File: config.mk
export PLATFORM = sky130hd
export DESIGN_NAME = effect_sample_feeder
export DESIGN_NICKNAME = d
export VERILOG_FILES = /design/src/rtl/effect_sample_feeder.sv
export SDC_FILE = /design/constraint.sdc
export NUM_CORES = 1
export LEC_CHECK = 0
export CORE_MARGIN = 10
export CORE_UTILIZATION = 30
export CTS_BUF_LIST = sky130_fd_sc_hd__clkbuf_8
export DETAILED_ROUTE_END_ITERATION = 8
export GPL_TIMING_DRIVEN = 0
export HOLD_SLACK_MARGIN = 0.08
export PLACE_DENSITY = 0.54
export REMOVE_ABC_BUFFERS = 1
export SYNTH_ARGS = -nofsm -noshare
export SYNTH_HDL_FRONTEND = slang
export SYNTH_SLANG_ARGS = --single-unit
File: constraint.sdc
create_clock -name clk -period 2.9 [get_ports clk]
set_input_delay 0.435 -clock clk [delete_from_list [all_inputs] [get_ports clk]]
set_output_delay 0.435 -clock clk [all_outputs]
set_load 0.1 [all_outputs]
File: src/rtl/effect_sample_feeder.sv
// rtl/effect_sample_feeder.sv - pops ADC samples and presents dry and clipped versions to the mixer
// Six-state Moore handshake: one FIFO read, one presented sample, one acknowledge per sample.

module effect_sample_feeder #(
   parameter int data_width = 16,
   parameter int clip_level = 8192
) (
   input  logic                  clk,
   input  logic                  reset_n,
   input  logic                  i_fifo_empty,
   input  logic [data_width-1:0] i_fifo_data,
   output logic                  o_fifo_rd,
   input  logic                  i_read_ready,
   input  logic                  i_read_done,
   output logic                  o_dv,
   output logic [data_width-1:0] o_data_sw0,
   output logic [data_width-1:0] o_data_sw1,
   output logic                  o_clipped
);

   typedef enum logic [2:0] {
      IDLE,
      FETCH,
      CAPTURE,
      PROCESS,
      PRESENT,
      RELEASE
   } state_t;

   localparam logic signed [data_width-1:0] clip_pos = data_width'(clip_level);
   localparam logic signed [data_width-1:0] clip_neg = -clip_pos;

   state_t                       state;
   state_t                       state_nxt;
   logic signed [data_width-1:0] sample;
   logic signed [data_width-1:0] sat_data;
   logic                         sat_flag;

   always_ff @(posedge clk or negedge reset_n) begin
      if (!reset_n) begin
         state      <= IDLE;
         sample     <= '0;
         o_data_sw0 <= '0;
         o_data_sw1 <= '0;
         o_clipped  <= 1'b0;
      end else begin
         state <= state_nxt;
         if (state == CAPTURE) begin
            sample <= $signed(i_fifo_data);
         end
         // Outputs move only on the PROCESS-exit edge so they stay valid after o_dv falls
         if (state == PROCESS && i_read_ready) begin
            o_data_sw0 <= sample;
            o_data_sw1 <= sat_data;
            o_clipped  <= sat_flag;
         end
      end
   end

   always_comb begin
      sat_data = sample;
      sat_flag = 1'b0;
      if (sample > clip_pos) begin
         sat_data = clip_pos;
         sat_flag = 1'b1;
      end else if (sample < clip_neg) begin
         sat_data = clip_neg;
         sat_flag = 1'b1;
      end
   end

   always_comb begin
      state_nxt = state;
      case (state)
         IDLE:    if (!i_fifo_empty) state_nxt = FETCH;
         FETCH:   state_nxt = CAPTURE;
         CAPTURE: state_nxt = PROCESS;
         PROCESS: if (i_read_ready) state_nxt = PRESENT;
         PRESENT: if (i_read_done) state_nxt = RELEASE;
         // Waiting for done to fall keeps a long acknowledge from consuming the next sample
         RELEASE: if (!i_read_done) state_nxt = IDLE;
         default: state_nxt = IDLE;
      endcase
   end

   assign o_fifo_rd = (state == FETCH);
   assign o_dv      = (state == PRESENT);

endmodule

==> out/results.tsv <==
stage	metric	value	unit
run_status	run_status	completed	
placement	post_detailed_placement_half_perimeter_wirelength	3810	um
logic_synthesis	yosys_warnings	0	
floorplan	die_y	103	um
clocking	ctsHtreeMaxLevel	2	
finish	finish.instance_area	2850	um^2
sta	period_needed	2.66	ns
clocking	postCtsSetupBuffers	0	
global_routing	grt_pass1_vias	1600	
floorplan	floorplan.initialDensity	30.6	%
setup_path	worst_setup_path_startpoint	state[1]$_DFFE_PN0P_	
global_routing	globalRouteTotalUtil	9.79	%
logic_synthesis	number_of_instances_in_the_synthesized_netlist	143	
finish	antenna_cells	0	
floorplan	number_of_top_level_pins	56	
setup_path	setup.reg_to_reg.worst_slack	0.84	ns
hold_path	holdCritPathClass	input pin to async pin	
logic_synthesis	yosys.area.top_type_share	63.0	%
global_routing	globalRoute.totalOverflow	0	
finish	syn2layout_area_growth	37.7	%
global_routing	gr-usage-met3	4.09	%
setup_path	critPathCaptureType	output port	
route	ant_nets	0	
sta	clock_skew	0.00407	ns
floorplan	row_count	30	
placement	buffer_ports.inserted	55	
sta	rsz0062_at_grt	no	
logic_synthesis	ys_seq_elements	52	
global_routing	number_of_antenna_violations_at_the_first_check_in_global_routing	0	
sta	fmaxAchievable	376	MHz
logic_synthesis	synth_largest_area_cell	sky130_fd_sc_hd__dfrtp_1	
sta	final-hold-violation-count	0	
setup_path	critical_path.max_fanout	6	
finish	finish.net_count	222	
clocking	clock_latency	0.30	ns
global_routing	grt_start_max_net_pins	29	
setup_path	worst-r2r-cell-count	4	
clocking	sinks_on_the_clock_net	52	
placement	gp_congestion	0.783	
floorplan	die_x	103	um
clocking	clockBufferDepth	2	
setup_path	timing.rr.end	o_data_sw1[1]$_DFFE_PN0P_	
setup_path	worst-setup-path-type	flop to output port	
finish	drive_gt1_share	17.4	%
route	route.detailed.drc	0	
clocking	tritoncts	yes	
setup_path	regToRegStartpoint	state[2]$_DFFE_PN0P_	
logic_synthesis	netlist_top_cells_area	sky130_fd_sc_hd__dfrtp_1, sky130_fd_sc_hd__mux2_2, sky130_fd_sc_hd__a32o_1	
floorplan	core_area	6760	um^2
placement	placed_area	2740	um^2
floorplan	dieArea	10600	um^2
global_routing	globalRoute.busiestLayer	met2	
logic_synthesis	syn_avg_cell_area	14.4	um^2
sta	setup_violations	0	
logic_synthesis	synth_sequential_area_ratio	63.0	%
clocking	cts.root.buffer_cell	sky130_fd_sc_hd__clkbuf_8	
global_routing	grt_first_pass_wirelength	8020	um
clocking	postCtsHoldBufs	0	
logic_synthesis	ys_types	31	
sta	max_slew_margin	24.0	%
setup_path	critical_path.endpoint	o_dv	
clocking	clk_transition_reported_paths	0.09	ns
sta	worst_slew_pin_slew	1.14	ns
route	wl	5080	um
global_routing	grt_util_met1	10.9	%
clocking	cts_resized	0	
route	via_to_cell_ratio	5.05	
global_routing	grt_util_met2	16.4	%
sta	final_max_slew_viol_count	0	
sta	timing.final.crit_share	91.7	%
setup_path	crit_path_start_kind	flop	
route	drt_first_iter_violations	78	
flow_run	maxCapViolCount	0	
setup_path	critPathArrivalTime	2.23	ns
route	routed-via-count	1419	
finish	number_of_inserted_filler_cells_in_the_final_layout	631	
route	detail_route.wl_per_cell	18.1	um
setup_path	worstPathRequired	2.47	ns
route	detailedRoute.firstPassIterationCount	4	
clocking	cts_made_buffers	5	
logic_synthesis	synthesis.area	2070	um^2
registers in the layout, summed over array words and instances (netlist names):
register    flops
state           3
o_data_sw0     16
o_data_sw1     16
o_clipped       1
sample         16
Yosys cell counts:
library cell / n
sky130_fd_sc_hd__nand2_1: 4
sky130_fd_sc_hd__nor3_1: 2
sky130_fd_sc_hd__nand2b_1: 1
sky130_fd_sc_hd__o2bb2ai_1: 2
sky130_fd_sc_hd__nor2_2: 1
sky130_fd_sc_hd__nor3b_4: 1
sky130_fd_sc_hd__nand4_1: 1
sky130_fd_sc_hd__clkbuf_1: 1
sky130_fd_sc_hd__nor4_1: 3
sky130_fd_sc_hd__nor2_1: 4
sky130_fd_sc_hd__o21bai_1: 1
sky130_fd_sc_hd__nor2b_1: 3
sky130_fd_sc_hd__buf_4: 2
sky130_fd_sc_hd__mux2_2: 22
sky130_fd_sc_hd__dfrtp_1: 52
sky130_fd_sc_hd__a221oi_1: 1
sky130_fd_sc_hd__o21ai_0: 3
sky130_fd_sc_hd__nand4b_1: 1
sky130_fd_sc_hd__a32o_1: 13
sky130_fd_sc_hd__nor4b_1: 1
sky130_fd_sc_hd__mux2i_1: 1
sky130_fd_sc_hd__o22ai_1: 1
sky130_fd_sc_hd__inv_1: 3
sky130_fd_sc_hd__buf_2: 5
sky130_fd_sc_hd__or2_0: 1
sky130_fd_sc_hd__ha_1: 1
sky130_fd_sc_hd__a21oi_1: 1
sky130_fd_sc_hd__nand3_1: 1
sky130_fd_sc_hd__a22oi_1: 1
sky130_fd_sc_hd__nor3b_1: 1
sky130_fd_sc_hd__mux2_1: 8
metal layers:
metal	up-vias	share of wire (%)
met4	0	1.4
met5	-	0
met1	721	41
li1	643	-
met3	6	7.8
met2	49	50
final cells by class:
cell class / count / area [um^2] / share of cell area, %
inverters: 3 / 11.3 / 0.396
flip-flops and latches: 52 / 1300 / 45.7
multi-input cells: 80 / 709 / 24.9
clock buffers: 5 / 68.8 / 2.42
clock inverters: 3 / 38.8 / 1.36
well taps: 80 / 100 / 3.52
repair buffers: 58 / 616 / 21.6
cell usage in the layout, fill, tap and decap left out:
master                             n
sky130_fd_sc_hd__nor3_1            2
sky130_fd_sc_hd__bufinv_16         1
sky130_fd_sc_hd__a221oi_1          1
sky130_fd_sc_hd__clkinv_2          1
sky130_fd_sc_hd__a32o_1           13
sky130_fd_sc_hd__or2_0             1
sky130_fd_sc_hd__buf_2             1
sky130_fd_sc_hd__o22ai_1           1
sky130_fd_sc_hd__o21ai_0           3
sky130_fd_sc_hd__nor2_1            4
sky130_fd_sc_hd__nand3_1           1
sky130_fd_sc_hd__mux2_1            8
sky130_fd_sc_hd__buf_8             1
sky130_fd_sc_hd__nand2_1           4
sky130_fd_sc_hd__nand4b_1          1
sky130_fd_sc_hd__a22oi_1           1
sky130_fd_sc_hd__nor2_2            1
sky130_fd_sc_hd__nand2b_1          1
sky130_fd_sc_hd__a21oi_1           1
sky130_fd_sc_hd__nor3b_1           1
sky130_fd_sc_hd__clkdlybuf4s50_1  54
sky130_fd_sc_hd__buf_16            2
sky130_fd_sc_hd__ha_1              1
sky130_fd_sc_hd__o2bb2ai_1         2
sky130_fd_sc_hd__nand4_1           1
sky130_fd_sc_hd__nor4_1            3
sky130_fd_sc_hd__nor2b_1           3
sky130_fd_sc_hd__o21bai_1          1
sky130_fd_sc_hd__nor4b_1           1
sky130_fd_sc_hd__dfrtp_1          52
sky130_fd_sc_hd__nor3b_4           1
sky130_fd_sc_hd__mux2i_1           1
sky130_fd_sc_hd__mux2_2           22
sky130_fd_sc_hd__clkbuf_8          5
sky130_fd_sc_hd__inv_1             4
through the flow:
stage	setup WS, ns	hold WS [ns]	util [%]	instances	setup TNS [ns]
after floorplan	-0.226	0.139	-	135	-0.226
after global placement	-0.867	0.470	39.6	270	-17.15
after detailed placement	0.474	0.479	40.5	273	0
after CTS	0.234	0.167	42.1	281	0
after global routing	0.167	0.203	42.1	281	0
final	0.240	0.157	42.1	281	0
logic make-up (layout without fill, tap and decap cells):
| logic type | Yosys count | after routing | synth area share, % |
|---|---|---|---|
| multiplexers | 31 | 31 | 16.8 |
| adder cells (fa/ha/maj) | 1 | 1 | 0.606 |
| AND/OR/NAND/NOR | 25 | 25 | 7.33 |
| buffers and inverters | 11 | 69 | 2.66 |
| AO/OA/AOI/OAI | 23 | 23 | 9.57 |
| flip-flops | 52 | 52 | 63.0 |
how the worst min path moves through the flow:
stage | end | depth (start not counted)
finish | o_data_sw0[5]$_DFFE_PN0P_ | 1
floorplan | o_clipped$_DFFE_PN0P_ | 0
detailed placement | o_data_sw1[7]$_DFFE_PN0P_ | 1
global placement | o_data_sw0[15]$_DFFE_PN0P_ | 2
CTS | o_data_sw0[5]$_DFFE_PN0P_ | 1
global route | o_data_sw0[5]$_DFFE_PN0P_ | 1
critical path, stage by stage (launching register included):
cell	delay [ns]
sky130_fd_sc_hd__dfrtp_1	0.46
sky130_fd_sc_hd__nand2b_1	0.21
sky130_fd_sc_hd__nor2_1	0.11
sky130_fd_sc_hd__clkdlybuf4s50_1	1.14
Power is left out: the tool's default activity adds up to more than one toggle a clock period on the data nets, which glitch-free logic cannot reach.
